File: src/rtl/lc3b_control_pkg.sv
// Shared LC-3b control types: opcode and ALU-op enums plus datapath mux-select codes.
package lc3b_control_pkg;

  localparam int unsigned OPCODE_W = 4;
  localparam int unsigned ALUOP_W  = 3;
  localparam int unsigned SEL2_W   = 2;

  typedef enum logic [OPCODE_W-1:0] {
    op_br   = 4'b0000,
    op_add  = 4'b0001,
    op_ldb  = 4'b0010,
    op_stb  = 4'b0011,
    op_jsr  = 4'b0100,
    op_and  = 4'b0101,
    op_ldr  = 4'b0110,
    op_str  = 4'b0111,
    op_rti  = 4'b1000,
    op_not  = 4'b1001,
    op_ldi  = 4'b1010,
    op_sti  = 4'b1011,
    op_jmp  = 4'b1100,
    op_shf  = 4'b1101,
    op_lea  = 4'b1110,
    op_trap = 4'b1111
  } lc3b_opcode;

  typedef enum logic [ALUOP_W-1:0] {
    alu_add  = 3'd0,
    alu_and  = 3'd1,
    alu_not  = 3'd2,
    alu_pass = 3'd3,
    alu_sll  = 3'd4,
    alu_srl  = 3'd5,
    alu_sra  = 3'd6
  } lc3b_aluop;

  // pcmux: next PC source
  localparam logic [SEL2_W-1:0] PCMUX_PC2      = 2'd0;
  localparam logic [SEL2_W-1:0] PCMUX_PCOFF9   = 2'd1;
  localparam logic [SEL2_W-1:0] PCMUX_SR1      = 2'd2;
  localparam logic [SEL2_W-1:0] PCMUX_PCOFF11  = 2'd3;

  // marmux: MAR source
  localparam logic MARMUX_ALU = 1'b0;
  localparam logic MARMUX_PC  = 1'b1;

  // alumux: ALU operand B source
  localparam logic [SEL2_W-1:0] ALUMUX_SR2     = 2'd0;
  localparam logic [SEL2_W-1:0] ALUMUX_OFF6    = 2'd1;
  localparam logic [SEL2_W-1:0] ALUMUX_IMM5    = 2'd2;
  localparam logic [SEL2_W-1:0] ALUMUX_IMM4    = 2'd3;

  // regfilemux: register write-back source
  localparam logic [SEL2_W-1:0] RFMUX_ALU      = 2'd0;
  localparam logic [SEL2_W-1:0] RFMUX_MDR      = 2'd1;
  localparam logic [SEL2_W-1:0] RFMUX_PC       = 2'd2;
  localparam logic [SEL2_W-1:0] RFMUX_PCOFF9   = 2'd3;

  // destmux / storemux / mdrmux
  localparam logic DESTMUX_IR  = 1'b0;
  localparam logic DESTMUX_R7  = 1'b1;
  localparam logic STOREMUX_SR1 = 1'b0;
  localparam logic STOREMUX_DR  = 1'b1;
  localparam logic MDRMUX_ALU  = 1'b0;
  localparam logic MDRMUX_MEM  = 1'b1;

endpackage

File: src/rtl/lc3b_control.sv
// Multicycle LC-3b control FSM: fetch -> decode -> execute, one instruction at a time.
// Inputs : clk, rst_n (async, active low), opcode/ir11/A/D (IR fields),
//          branch_enable (nzp & cc), mem_resp (single-cycle access-done pulse).
// Outputs: register load enables, datapath mux selects, aluop, mem_read/mem_write.
//          Moore outputs decoded from the state register (selects may also use A/D/ir11),
//          so they drop to zero the moment rst_n is asserted.
module lc3b_control
  import lc3b_control_pkg::*;
(
  input  logic                clk,
  input  logic                rst_n,
  input  lc3b_opcode          opcode,
  input  logic                ir11,
  input  logic                A,
  input  logic                D,
  input  logic                branch_enable,
  input  logic                mem_resp,
  output logic                load_pc,
  output logic                load_ir,
  output logic                load_regfile,
  output logic                load_mar,
  output logic                load_mdr,
  output logic                load_cc,
  output logic [SEL2_W-1:0]   pcmux_sel,
  output logic                marmux_sel,
  output logic [SEL2_W-1:0]   alumux_sel,
  output logic [SEL2_W-1:0]   regfilemux_sel,
  output logic                destmux_sel,
  output logic                storemux_sel,
  output logic                mdrmux_sel,
  output lc3b_aluop           aluop,
  output logic                mem_read,
  output logic                mem_write
);

  typedef enum logic [4:0] {
    S_IDLE,
    S_FETCH1,
    S_FETCH2,
    S_FETCH3,
    S_DECODE,
    S_ADD,
    S_AND,
    S_NOT,
    S_SHF,
    S_LEA,
    S_BR,
    S_BR_TAKEN,
    S_JMP,
    S_JSR,
    S_CALC_ADDR,
    S_LDR1,
    S_LDR2,
    S_STR1,
    S_STR2
  } state_t;

  state_t r_state;
  state_t w_next_state;

  // State register
  always_ff @(posedge clk or negedge rst_n) begin
    if (!rst_n) begin
      r_state <= S_IDLE;
    end else begin
      r_state <= w_next_state;
    end
  end

  // Next-state logic; mem_resp only matters in the three memory-wait states
  always_comb begin
    w_next_state = r_state;
    case (r_state)
      S_IDLE:      w_next_state = S_FETCH1;
      S_FETCH1:    w_next_state = S_FETCH2;
      S_FETCH2:    if (mem_resp) w_next_state = S_FETCH3;
      S_FETCH3:    w_next_state = S_DECODE;
      S_DECODE: begin
        case (opcode)
          op_add:         w_next_state = S_ADD;
          op_and:         w_next_state = S_AND;
          op_not:         w_next_state = S_NOT;
          op_shf:         w_next_state = S_SHF;
          op_lea:         w_next_state = S_LEA;
          op_br:          w_next_state = S_BR;
          op_jmp:         w_next_state = S_JMP;
          op_jsr:         w_next_state = S_JSR;
          op_ldr, op_str: w_next_state = S_CALC_ADDR;
          // Unsupported opcodes retire as NOPs
          default:        w_next_state = S_FETCH1;
        endcase
      end
      S_BR:        w_next_state = branch_enable ? S_BR_TAKEN : S_FETCH1;
      S_CALC_ADDR: w_next_state = (opcode == op_ldr) ? S_LDR1 : S_STR1;
      S_LDR1:      if (mem_resp) w_next_state = S_LDR2;
      S_STR1:      w_next_state = S_STR2;
      S_STR2:      if (mem_resp) w_next_state = S_FETCH1;
      S_ADD, S_AND, S_NOT, S_SHF, S_LEA, S_BR_TAKEN, S_JMP, S_JSR, S_LDR2:
                   w_next_state = S_FETCH1;
      default:     w_next_state = S_IDLE;
    endcase
  end

  // Output decode
  always_comb begin
    load_pc        = 1'b0;
    load_ir        = 1'b0;
    load_regfile   = 1'b0;
    load_mar       = 1'b0;
    load_mdr       = 1'b0;
    load_cc        = 1'b0;
    pcmux_sel      = PCMUX_PC2;
    marmux_sel     = MARMUX_ALU;
    alumux_sel     = ALUMUX_SR2;
    regfilemux_sel = RFMUX_ALU;
    destmux_sel    = DESTMUX_IR;
    storemux_sel   = STOREMUX_SR1;
    mdrmux_sel     = MDRMUX_ALU;
    aluop          = alu_add;
    mem_read       = 1'b0;
    mem_write      = 1'b0;
    case (r_state)
      S_FETCH1: begin
        marmux_sel = MARMUX_PC;
        load_mar   = 1'b1;
        pcmux_sel  = PCMUX_PC2;
        load_pc    = 1'b1;
      end
      S_FETCH2, S_LDR1: begin
        mem_read   = 1'b1;
        mdrmux_sel = MDRMUX_MEM;
        load_mdr   = 1'b1;
      end
      S_FETCH3: load_ir = 1'b1;
      S_ADD: begin
        alumux_sel   = A ? ALUMUX_IMM5 : ALUMUX_SR2;
        aluop        = alu_add;
        load_regfile = 1'b1;
        load_cc      = 1'b1;
      end
      S_AND: begin
        alumux_sel   = A ? ALUMUX_IMM5 : ALUMUX_SR2;
        aluop        = alu_and;
        load_regfile = 1'b1;
        load_cc      = 1'b1;
      end
      S_NOT: begin
        aluop        = alu_not;
        load_regfile = 1'b1;
        load_cc      = 1'b1;
      end
      S_SHF: begin
        alumux_sel   = ALUMUX_IMM4;
        // D selects direction; A selects arithmetic vs logical right shift
        aluop        = !D ? alu_sll : (A ? alu_sra : alu_srl);
        load_regfile = 1'b1;
        load_cc      = 1'b1;
      end
      S_LEA: begin
        regfilemux_sel = RFMUX_PCOFF9;
        load_regfile   = 1'b1;
        load_cc        = 1'b1;
      end
      S_BR_TAKEN: begin
        pcmux_sel = PCMUX_PCOFF9;
        load_pc   = 1'b1;
      end
      S_JMP: begin
        pcmux_sel = PCMUX_SR1;
        load_pc   = 1'b1;
      end
      S_JSR: begin
        // R7 <= PC and PC <= target share one edge, so JSRR R7 sees the old R7
        regfilemux_sel = RFMUX_PC;
        destmux_sel    = DESTMUX_R7;
        load_regfile   = 1'b1;
        load_pc        = 1'b1;
        pcmux_sel      = ir11 ? PCMUX_PCOFF11 : PCMUX_SR1;
      end
      S_CALC_ADDR: begin
        alumux_sel = ALUMUX_OFF6;
        aluop      = alu_add;
        marmux_sel = MARMUX_ALU;
        load_mar   = 1'b1;
      end
      S_LDR2: begin
        regfilemux_sel = RFMUX_MDR;
        load_regfile   = 1'b1;
        load_cc        = 1'b1;
      end
      S_STR1: begin
        storemux_sel = STOREMUX_DR;
        aluop        = alu_pass;
        mdrmux_sel   = MDRMUX_ALU;
        load_mdr     = 1'b1;
      end
      S_STR2: mem_write = 1'b1;
      default: ;
    endcase
  end

endmodule

File: config.mk
export PLATFORM = sky130hd
export DESIGN_NAME = lc3b_control
export DESIGN_NICKNAME = d
export VERILOG_FILES = /design/src/rtl/lc3b_control_pkg.sv /design/src/rtl/lc3b_control.sv
export SDC_FILE = /design/constraint.sdc
export NUM_CORES = 1
export LEC_CHECK = 0
export ABC_AREA = 1
export BUFFER_PORTS_ARGS = -buffer_cell sky130_fd_sc_hd__clkbuf_2
export CAP_MARGIN = 15
export CORE_UTILIZATION = 35
export DETAILED_ROUTE_END_ITERATION = 8
export PLACE_DENSITY_LB_ADDON = 0.05
export SLEW_MARGIN = 20
export SYNTH_ARGS = -nofsm -noshare
export SYNTH_HDL_FRONTEND = slang
export SYNTH_SLANG_ARGS = --single-unit
File: constraint.sdc
create_clock -name clk -period 1.7 [get_ports clk]
set_clock_uncertainty 0.05 [all_clocks]
set_input_delay 0.51 -clock clk [delete_from_list [all_inputs] [get_ports clk]]
set_output_delay 0.51 -clock clk [all_outputs]
set_load 0.005 [all_outputs]
# Word level (Yosys, flattened, before mapping)
# Memories as Yosys holds them, arrays and structs flattened.
# Cells that the tools add are included.
# op_classes
n_eq_ne	22
muxes	25
reduce_logical	10
# op_table
cell	count
5-bit case mux with 10 select lines	1
5-bit by 4-bit == test with 1-bit output (second input constant)	8
5-bit by 3-bit == test with 1-bit output (second input constant)	4
5-bit two-way mux	4
2-bit case mux with 3 select lines	3
5-bit == test (second input constant)	3
1-bit two-way mux	12
3-bit case mux with 4 select lines	1
5-bit by 2-bit == test with 1-bit output (second input constant)	2
10-bit OR reduction	1
7-bit OR reduction	1
2-bit two-way mux	3
2-bit != test (second input constant)	3
2-bit OR reduction	3
6-bit OR reduction	1
5-bit by 1-bit == test with 1-bit output (second input constant)	1
5-bit logical NOT	1
4-bit by 3-bit == test with 1-bit output (second input constant)	1
4-bit two-way mux	1
4-bit OR reduction	1
3-bit AND reduction	1
3-bit OR reduction	1
# word_totals
reg_bits	5
mem_bits_ro	64
in_bits	11
output_inout_bits	21
wordCells	59
n_memories	1
# mem_list
name	words	word_bits	read_ports	rd_ports_with_merged_regs	write_ports	line	source
(no name shown)	16	4	1	0	0	lc3b_control.sv:79	case (opcode)

# Logic depth before layout (Yosys ltp)
# Gate-level depths: netlist of the first run.
# logic_depth
depth_word	3
mapped_depth	10
depth_no_buf	10

# Worst setup path after synthesis of the first run
# OpenSTA, ideal clock, no wires.
# synth_path
kind	reg-to-output
start	register r_state[4]
end	output port load_regfile
arrival_time_ps	1131
required_time_ps	1140
slack_ps	9
stages_incl_launch_ff	8
n_path_buf	1
path_cell_list	dfrtp_1 > buf_6 > inv_6 > nand2_2 > nor2_4 > inv_1 > nor2_1 > or2_1
# synth_between
elab_chain_cells	3
word_cells_on_any_way	9
classes_between	eq/ne (7); mux (1); reduce/logical (1)
# synth_rtl
element	line	source
start: declaration	lc3b_control.sv:58	state_t r_state;
start signal: assignment	lc3b_control.sv:66	r_state <= w_next_state;
5-bit by 3-bit == test with 1-bit output (tied with other cells)	lc3b_control.sv:122	case (r_state)
7-bit OR reduction (no source line) (*)	--	
1-bit two-way mux (*)	lc3b_control.sv:122	
end: declaration	lc3b_control.sv:20	output logic load_regfile,
# Mark *: on every way between the ends. The rest lies on a longest branch, timed or not.

# Worst setup path in the final report of the first run
# layout_path
start	register r_state[0]
end	output port load_regfile
# The elaborated chain is that of the path after synthesis.

==> results.md, run 1 <==
* Psw at between 0.0008 and 0.0009 W
* First-pass GRT wire length at ~3.6 mm
* Starting density of the core at 0.391
* Final slew viol count at 0
* Hold WC Path Type: in -> async
* Total GRT Usage at 0.237
* Delay-heaviest family, CP: simple AND/OR/NAND/NOR gates
* Clk pwr share at 0.076
* Layout area overhead at 87.2%
* Synth cell count leaders: nand2_1 (30), inv_1 (17), nand3_1 (14), nor2_1 (13), inv_2 (6)
* Area leader, netlist: dfrtp_1
* Routed vias at ~1000
* Ant. Diodes at 0
* Slew headroom at 0.848
* CTS max path bufs at 2
* IO Pins at 32
* Main flop type after synthesis: dfrtp_1
* Max Cap Viol at 0
* Met2 WL post-DR at approximately 1.3 mm
* Failing checks: setup timing
* Worst Setup SP: r_state[0]
* CP Launch Type: flip-flop
* Flops & latches, synth at 5
* Int Pwr at roughly 0.00096 W
* Final critical-path share of the clock period at 1.21
* Drt pass-1 iters at 4
* CP required at between 1 and 1.5 ns
* Crit-path max FO at 4
* Synth warn at 0
* RR Startpoint: r_state[0]
* Tmin final at between 2 and 2.5 ns
* Comb power frac at 0.786
* Share of the synthesized area in the top cell type at 0.178
* Max layer used: met4
* Least-Margin Pin Slew at about 0.23 ns
* Routed metal-1 wire length at between 1 and 1.5 mm
* Vias in the first global route at between 800 and 900
* Status: finished, violations left
* CTS clk-pin slew, worst paths at 0.04 ns
* Syn Nets at ~130
* Crit-path cells: nor2_4 -> nor2_4 -> nand2_2 -> nand3_2 -> inv_2 -> nand2_2 -> or2_1 -> clkbuf_2
* Layout cell share with drive strength beyond 1 at 0.636
* Setup violations, final at 21
* Die width at ~47 um
* Core Area at 0.00180 mm2
* Reg-to-Reg End: r_state[0]
* Die area at approximately 0.0022 mm2
* Reg power frac at 0.137
* TritonCTS clock tree: yes
* Setup ws final at -0.361 ns
* I/O Buffers at 31
* Setup slack, reg-to-reg at approximately 0.16 ns
* Avg Cell Area, Syn at 5.73 um2
* Fmax at 485 MHz
* Routed Antenna Nets at 0
* Most flops, register: r_state
* Initial antenna violation count at 0
* Lkg Pwr at ~0.81 nW
* Sw frac at 0.456
* CP max stage cell: dfrtp_2
* CTS Buf Count at 3
* Initial DRC Count at 23
* Largest net degree at the start of global routing at 6
* TNS Setup at -5.13 ns
* R2R depth at 10
* Post-synth ARST share at 1.00
* Total clock sinks at 5
* Critical path type: reg -> out
* Max FFs per register at 5
* Routed len/inst at ~11 um
* Metal3 WL at 94 um
* WP buf/inv at 2
* Root Buffer: clkbuf_4
* Register area share after synthesis at 0.178
* DRC viols at 0
* Number of vias per cell at 4.71
* Post-Syn Area at about 700 um2
* Count leader, synth: nand2_1
* Cell area power density at between 1000 and 1500 mW/mm2
* Number of fill cells at around 160
* Mapped Cells at between 100 and 150
* Fin nets at 207
* Row cnt at 15
* Die Ht at 46.9 um
* Worst skew pair latency at ~0.24 ns
* Library cells used by synthesis at 25
* Final Hold Fails at 0
* H-tree levels at 1
* Post-detail-place hpwl at 1.75 mm
* RSZ-0062 raised after global routing: yes
* Final Power at around 0.0018 W
* CP max stage delay at 0.44 ns
* Synth top area cells: dfrtp_1 (18%), nand2_1 (16%), nand3_1 (9.9%), inv_1 (9.1%), nor2_1 (6.9%)
* Data arrival time of the worst path at ~1.5 ns
* CP endpoint kind: output port
* Routability Congestion at 0.874
* Post-synth EDFFs at 0
* WL final at 2.49 mm
* Top flop regs: r_state: 5 flops
* Worst IR drop on VDD at a little over 0.7 mV
* Post-CTS Hold Buffers at 0
* Overflow after GRT at 0
worst register-to-register path: stages (launching register included):
cell and delay (ns):
dfrtp_2 0.44, nor2_4 0.20, nor2_4 0.04, nand2_2 0.08, nand3_2 0.08, buf_4 0.15, buf_4 0.12, nor2_1 0.11
nand2_1 0.06, nand2_1 0.05, nand2_1 0.05
cell type report:
| class | instances | area (um2) | area share |
|---|---|---|---|
| tap | 25 | 31.3 | 0.0237 |
| sequential | 5 | 130 | 0.0987 |
| inverter | 25 | 103 | 0.0778 |
| clock buffer | 4 | 26.3 | 0.0199 |
| multi-input combinational | 91 | 559 | 0.424 |
| timing repair buffer | 70 | 469 | 0.356 |
how the worst max path moves through the flow:
stage	slack [ns]	endpoint	cells after the start
floorplan	0.009	load_regfile	7
global placement	-0.08	mdrmux_sel	7
detailed placement	-0.14	load_regfile	8
CTS	-0.32	load_pc	9
global route	-0.44	load_regfile	8
finish	-0.36	load_regfile	8
power groups by stage:
stage / combinational [W] / clock [W] / sequential (W)
final: 0.00139 / 0.000135 / 0.000243
after global routing: 0.00153 / 0.000152 / 0.000248
after CTS: 0.00127 / 0.000138 / 0.000238
after detailed placement: 0.00111 / 0 / 0.000210
after global placement: 0.00111 / 0 / 0.000209
after floorplan: 0.000539 / 0 / 0.000206
cells in the final DEF (no fill, tap or decap), types with 3 or more instances in the layout:
cell type  synthesis  final
clkbuf_4           0      3
nand3_2            1      6
nand4_1            3      3
nand2_1           30     24
buf_4              1     35
nor2_1            13      8
clkbuf_2           0     27
o21ai_0            4      3
nor2_4             1      8
dfrtp_2            0      4
nand3_1           14      9
buf_6              1      5
inv_2              6     11
a21oi_1            3      3
nand2_2            5     10
inv_1             17     11
buf_2              0      3
nor3_1             5      4
layer usage:
metal  vias up  track usage
met1       458        0.295
li1        537            -
met2        34        0.417
met3         7       0.0115
met4         0        0.114
met5         -            0
what timing repair did:
item / 4_1_cts / 5_1_grt
setup buffers: 3 / 5
setup endpoints to repair: 21 / 21
gates resized for setup: 40 / 7
pin swaps: 10 / 4
endpoints found under the hold margin: 0 / 0
logic make-up after synthesis:
kind of cell,after synthesis,share of synthesized area
buf+inv,27,0.167
simple gates,78,0.526
compound gates,13,0.130
flops,5,0.178
per-stage QoR:
step | std cells | hold slack [ns] | instance area (um2) | utilization | setup slack [ns]
CTS | 215 | 0.0228 | 1270 | 0.704 | -0.323
finish | 220 | 0.0240 | 1320 | 0.732 | -0.361
global route | 220 | 0.0141 | 1320 | 0.732 | -0.443
floorplan | 123 | 0.164 | 704 | - | 0.00854
detailed placement | 208 | 0.279 | 1100 | 0.613 | -0.135
global placement | 208 | 0.277 | 1100 | 0.613 | -0.0845
Note: power is estimated with default switching activity, not from simulation.
==> run 2, diff against run 1 <==
- PLACE_DENSITY_LB_ADDON: 0.05 -> not set
==> results.md, run 2 (same netlist as run 1, synthesis figures left out) <==
* Reg-to-Reg End: r_state[0]
* Least-Margin Pin Slew at 0.307 ns (+0.0808 ns)
* Setup ws final at -0.380 ns (-0.0196 ns)
* CP max stage delay at 0.42 ns (-0.02 ns)
* Layout area overhead at 104%
* H-tree levels at 1 (unchanged)
* Setup violations, final at 21 (unchanged)
* Most flops, register: r_state
* Number of fill cells at 123 (-21%)
* Delay-heaviest family, CP: buffers and inverters
* Slew headroom at 0.794 (-0.0543)
* WL final at 3.01 mm (+21%)
* Total clock sinks at 5 (unchanged)
* Setup slack, reg-to-reg at 0 ns (-0.16 ns)
* Final slew viol count at 0 (unchanged)
* Tmin final at 2.08 ns (+0.0196 ns)
* Crit-path cells: inv_2 -> buf_4 -> buf_6 -> nor2_4 -> inv_2 -> nor2_4 -> nand2_1 -> nand2_1 -> clkbuf_2
* Data arrival time of the worst path at 1.52 ns (+0.02 ns)
* TritonCTS clock tree: yes
* Vias in the first global route at 969 (+7.8%)
* Die area at 0.00220 mm2 (unchanged)
* DRC viols at 0 (unchanged)
* First-pass GRT wire length at 3.88 mm (+7.5%)
* Row cnt at 15 (unchanged)
* Fmax at 481 MHz (-0.94%)
* Commonest non-fill, non-tap cell in the layout: buf_4
* Layout cell share with drive strength beyond 1 at 0.670 (+0.0342)
* CP max stage cell: dfrtp_2
* Most frequent cells in the layout: buf_4 (29), clkbuf_2 (23), nand2_1 (22)
* Final Power at 0.00191 W (+8.1%)
* Status: finished, violations left
* Worst IR drop on VDD at 1.05 mV (+48%)
* I/O Buffers at 31 (unchanged)
* Post-detail-place hpwl at 1.91 mm (+9.1%)
* Routed Antenna Nets at 0 (unchanged)
* Top flop regs: r_state: 5 flops
* Starting density of the core at 0.391 (unchanged)
* R2R depth at 11 (+1)
* Worst skew pair latency at 0.24 ns (about the same)
* CTS Buf Count at 3 (unchanged)
* Fin nets at 209 (+0.97%)
* Ant. Diodes at 0 (unchanged)
* WP buf/inv at 5 (+3)
* Total GRT Usage at 0.252 (+0.0152)
* CTS clk-pin slew, worst paths at 0.04 ns (about the same)
* Failing checks: setup timing
* Final Hold Fails at 0 (unchanged)
* CP Launch Type: flip-flop
* CTS max path bufs at 2 (unchanged)
* Area of the multi-input gates at 602 um2 (+7.6%)
* Critical path type: reg -> out
* Initial DRC Count at 59 (+160%)
* Root Buffer: clkbuf_4
* Routed len/inst at 13.6 um (+20%)
* Largest net degree at the start of global routing at 7 (+1)
* Core Area at 0.00180 mm2 (unchanged)
* Dpl ws at -0.158 ns (-0.0229 ns)
* Lkg Pwr at 0.842 nW (+3.3%)
* Die width at 46.9 um (unchanged)
* CP required at 1.14 ns (about the same)
* Max Cap Viol at 0 (unchanged)
* Number of vias per cell at 5.03 (+6.8%)
* Storage cell area at 131 um2 (+0.96%)
* CP endpoint kind: output port
* Die Ht at 46.9 um (unchanged)
* IO Pins at 32 (unchanged)
* Overflow after GRT at 0 (unchanged)
* Cell area power density at 1330 mW/mm2 (-0.78%)
* Max FFs per register at 5 (unchanged)
* Final critical-path share of the clock period at 1.22 (+0.0115)
* Hold WC Path Type: in -> async
* Routed vias at 1117 (+7.8%)
* Crit-path max FO at 4 (unchanged)
* Drt pass-1 iters at 4 (unchanged)
* Hold slack final at 0.0342 ns (+0.0102 ns)
* RR Startpoint: r_state[2]
* Initial antenna violation count at 0 (unchanged)
* RSZ-0062 raised after global routing: yes
* Routability Congestion at 0.954 (+9.2%)
## run 2: cell types whose count changed in the layout (fill, tap and decap cells not counted), moves of 2 or more
cell	delta
buf_6	+10
buf_4	-6
clkbuf_2	-4
nand2_4	+3
nand2_1	-2
nand2_2	-2
nor2_1	-2
nor2_2	+2
## run 2: worst max-delay path by stage
stage | startpoint | to | slack (ns) | depth (start not counted)
3_5_place_dp | r_state[4] | load_regfile | -0.16 | 9
4_1_cts | r_state[2] | load_regfile | -0.33 | 10
5_1_grt | r_state[2] | pcmux_sel[0] | -0.44 | 9
2_1_floorplan | r_state[4] | load_regfile | 0.009 | 7
6_report | r_state[2] | pcmux_sel[0] | -0.38 | 9
3_3_place_gp | r_state[4] | load_regfile | -0.13 | 9
## run 2: what timing repair did
item | 4_1_cts | 5_1_grt
setup endpoints to repair | 21 | 22
hold buffers | 0 | 0
pin swaps | 7 | 13
resized for setup | 39 | 34
hold endpoints to repair | 0 | 0
buffers inserted | 11 | 5
## run 2: power breakdown
part           switching (W)  leakage, nW  internal [W]
clock network      0.0000448       0.0150     0.0000885
logic               0.000761        0.769      0.000758
registers          0.0000908       0.0580      0.000168
## run 2: routing by layer
layer	routed length [um]	part of all wire	global-route usage
met5	0	0	0
met4	42	0.014	0.0629
met3	148	0.049	0.0385
met2	1680	0.56	0.497
met1	1150	0.38	0.277
## run 2: cell type report
cell class	count	share of cell area
Multi-Input combinational cell	91	0.419
Timing Repair Buffer	72	0.377
Sequential cell	5	0.0915
Inverter	25	0.0723
Tap cell	25	0.0218
Clock buffer	4	0.0183
## run 2: stage by stage
| step | area [um2] | util | setup TNS, ns | cells |
|---|---|---|---|---|
| finish | 1440 | 0.797 | -5.57 | 222 |
| global route | 1440 | 0.797 | -6.89 | 222 |
| CTS | 1300 | 0.720 | -4.30 | 218 |
| detailed placement | 1070 | 0.592 | -0.994 | 203 |
| global placement | 1070 | 0.592 | -0.847 | 203 |
| floorplan | 704 | - | 0 | 123 |
==> run 3, diff against run 2 <==
- ABC_AREA: 1 -> 0
==> results.md, run 3 <==
* Comb power frac at 0.856 (+0.061)
* Final instance area at 0.00185 mm2 (+28%)
* Flops & latches, synth at 5 (unchanged)
* Synth cell count leaders: nor2_1 (14), nand2_1 (11), a21oi_1 (10), buf_2 (9), nor2b_1 (7)
* Setup violations, final at 22 (+4.8%)
* Commonest non-fill, non-tap cell in the layout: buf_4
* Tmin final at 2.24 ns (+0.164 ns)
* Area leader, netlist: dfrtp_1
* Reg power frac at 0.085 (-0.051)
* Most flops, register: r_state
* Top flop regs: r_state: 5 flops
* Int Pwr at 0.00143 W (+40%)
* Root Buffer: clkbuf_4
* First-pass GRT wire length at 6.02 mm (+55%)
* Post-synth EDFFs at 0 (unchanged)
* Ant. Diodes at 0 (unchanged)
* Least-Margin Pin Slew at 0.368 ns (+0.0612 ns)
* H-tree levels at 1 (unchanged)
* Routability Congestion at 0.913 (-4.3%)
* Post-detail-place hpwl at 2.32 mm (+22%)
* Post-synth ARST share at 1.00 (unchanged)
* Total clock sinks at 5 (unchanged)
* Layout area overhead at 112%
* Crit-path max FO at 12 (+8)
* Largest net degree at the start of global routing at 13 (+6)
* Die Ht at 51.8 um (+11%)
* Die area at 0.00269 mm2 (+22%)
* Number of vias per cell at 6.13 (+22%)
* Dpl ws at -0.175 ns (-0.0169 ns)
* Final critical-path share of the clock period at 1.32 (+0.0965)
* Final slew viol count at 0 (unchanged)
* Fin nets at 227 (+8.6%)
* RSZ-0062 raised after global routing: yes
* Synth top area cells: dfrtp_1 (14%), nor2_1 (6.0%), a21oi_1 (5.8%), buf_2 (5.2%), nor2b_1 (5.0%)
* Data arrival time of the worst path at 1.68 ns (+0.16 ns)
* CP endpoint kind: output port
* Row cnt at 17 (+2)
* Max Cap Viol at 0 (unchanged)
* Hold WC Path Type: in -> async
* Most frequent cells in the layout: buf_4 (44), buf_6 (22), clkbuf_2 (16)
* Final Hold Fails at 0 (unchanged)
* Total GRT Usage at 0.306 (+0.0542)
* Max FFs per register at 5 (unchanged)
* CTS max path bufs at 2 (unchanged)
* Synth warn at 0 (unchanged)
* Main flop type after synthesis: dfrtp_1
* Layout cell share with drive strength beyond 1 at 0.712 (+0.0416)
* CP required at 1.14 ns (about the same)
* CTS clk-pin slew, worst paths at 0.05 ns (about the same)
* Avg Cell Area, Syn at 6.79 um2 (+19%)
* RR Startpoint: r_state[4]
* DRC viols at 0 (unchanged)
* Syn Nets at 139 (+3.7%)
* Slew headroom at 0.751 (-0.0423)
* Fmax at 446 MHz (-7.3%)
* IO Pins at 32 (unchanged)
* Cell area power density at 1410 mW/mm2 (+5.9%)
* Worst IR drop on VDD at 0.882 mV (-16%)
* Vias in the first global route at 1305 (+35%)
* CTS Buf Count at 3 (unchanged)
* R2R depth at 5 (-6)
* Routed vias at 1490 (+33%)
* Psw at 0.00118 W (+31%)
* Worst skew pair latency at 0.26 ns (+0.02 ns)
* Clk pwr share at 0.059 (-0.011)
* Failing checks: setup timing
* Lkg Pwr at 0.860 nW (+2.2%)
* Initial antenna violation count at 0 (unchanged)
* Drt pass-1 iters at 4 (unchanged)
* Routed Antenna Nets at 0 (unchanged)
* Core Area at 0.00228 mm2 (+26%)
* Reg-to-Reg End: r_state[1]
* Initial DRC Count at 57 (-3.4%)
* Mapped Cells at 128 (+4.1%)
* Status: finished, violations left
* Post-Syn Area at 870 um2 (+23%)
* Placed inst area at 0.00128 mm2 (+20%)
* Critical path type: reg -> out
* Library cells used by synthesis at 47 (+88%)
* Starting density of the core at 0.382 (-0.00889)
* Overflow after GRT at 0 (unchanged)
* Register area share after synthesis at 0.144 (-0.0337)
* Setup slack, reg-to-reg at -0.03 ns (-0.03 ns)
* I/O Buffers at 31 (unchanged)
* Count leader, synth: nor2_1
* WL final at 4.58 mm (+52%)
* Die width at 51.8 um (+11%)
* Setup ws final at -0.544 ns (-0.164 ns)
* Routed len/inst at 18.9 um (+39%)
* Sw frac at 0.452 (-0.0171)
* Share of the synthesized area in the top cell type at 0.144 (-0.0337)
* CP Launch Type: flip-flop
* TritonCTS clock tree: yes
[run 3: how the worst max path moves through the flow]
| stage | startpoint | to | slack, ns | cells after the start |
|---|---|---|---|---|
| after floorplan | r_state[3] | aluop[0] | -0.11 | 5 |
| after global placement | r_state[4] | aluop[0] | -0.19 | 4 |
| after detailed placement | r_state[4] | aluop[0] | -0.17 | 4 |
| after CTS | r_state[2] | aluop[0] | -0.41 | 5 |
| after global routing | r_state[2] | load_regfile | -0.54 | 6 |
| final | r_state[2] | load_regfile | -0.54 | 6 |
[run 3: power by group through the flow]
stage                     logic, W  clock network (W)  registers, W
after floorplan           0.000721                  0      0.000182
final                      0.00223           0.000153      0.000221
after detailed placement   0.00127                  0      0.000203
after global routing       0.00233           0.000163      0.000219
after global placement     0.00126                  0      0.000200
after CTS                  0.00179           0.000144      0.000207
[run 3: per-stage QoR]
| stage | total power, W | instances | TNS, ns | utilization | hold slack [ns] |
|---|---|---|---|---|---|
| final | 0.00260 | 243 | -6.76 | 0.811 | 0.0113 |
| after global routing | 0.00271 | 243 | -7.65 | 0.811 | 0.00740 |
| after CTS | 0.00214 | 232 | -5.63 | 0.719 | 0.0247 |
| after detailed placement | 0.00148 | 211 | -1.52 | 0.561 | 0.284 |
| after global placement | 0.00146 | 211 | -1.37 | 0.561 | 0.281 |
| after floorplan | 0.000903 | 128 | -0.291 | - | 0.164 |
[run 3: cell families after synthesis]
family,synth area share
AND/OR/NAND/NOR,0.420
AO/OA/AOI/OAI,0.288
buffers and inverters,0.0921
flip-flops,0.144
multiplexers,0.0360
XOR/XNOR,0.0201
[run 3: worst max-delay path: stages (launching register included)]
cell	delay [ns]
dfrtp_1	0.39
buf_6	0.19
nor2b_4	0.19
nor2b_2	0.21
a21oi_1	0.09
o32ai_1	0.16
buf_2	0.19
[run 3: what timing repair did]
item,4_1_cts,5_1_grt
setup endpoints to repair,22,24
pin swaps,13,13
setup buffers,17,13
gates cloned,1,0
resized for setup,54,47
hold buffers,0,0
[run 3: layout make-up]
cell class                      instances  area [um2]
Multi-Input combinational cell        107         907
Timing Repair Buffer                   96         738
Fill cell                             134         430
Sequential cell                         5         128
Tap cell                               28        35.0
Clock buffer                            4        26.3
Inverter                                3        11.3
[run 3: routing by layer]
layer  part of all wire  up-vias  track usage
li1                   -      651            -
met1               0.39      711        0.354
met2               0.49       94        0.545
met3              0.058       34       0.0292
met4              0.067        0        0.167
met5                  0        -            0
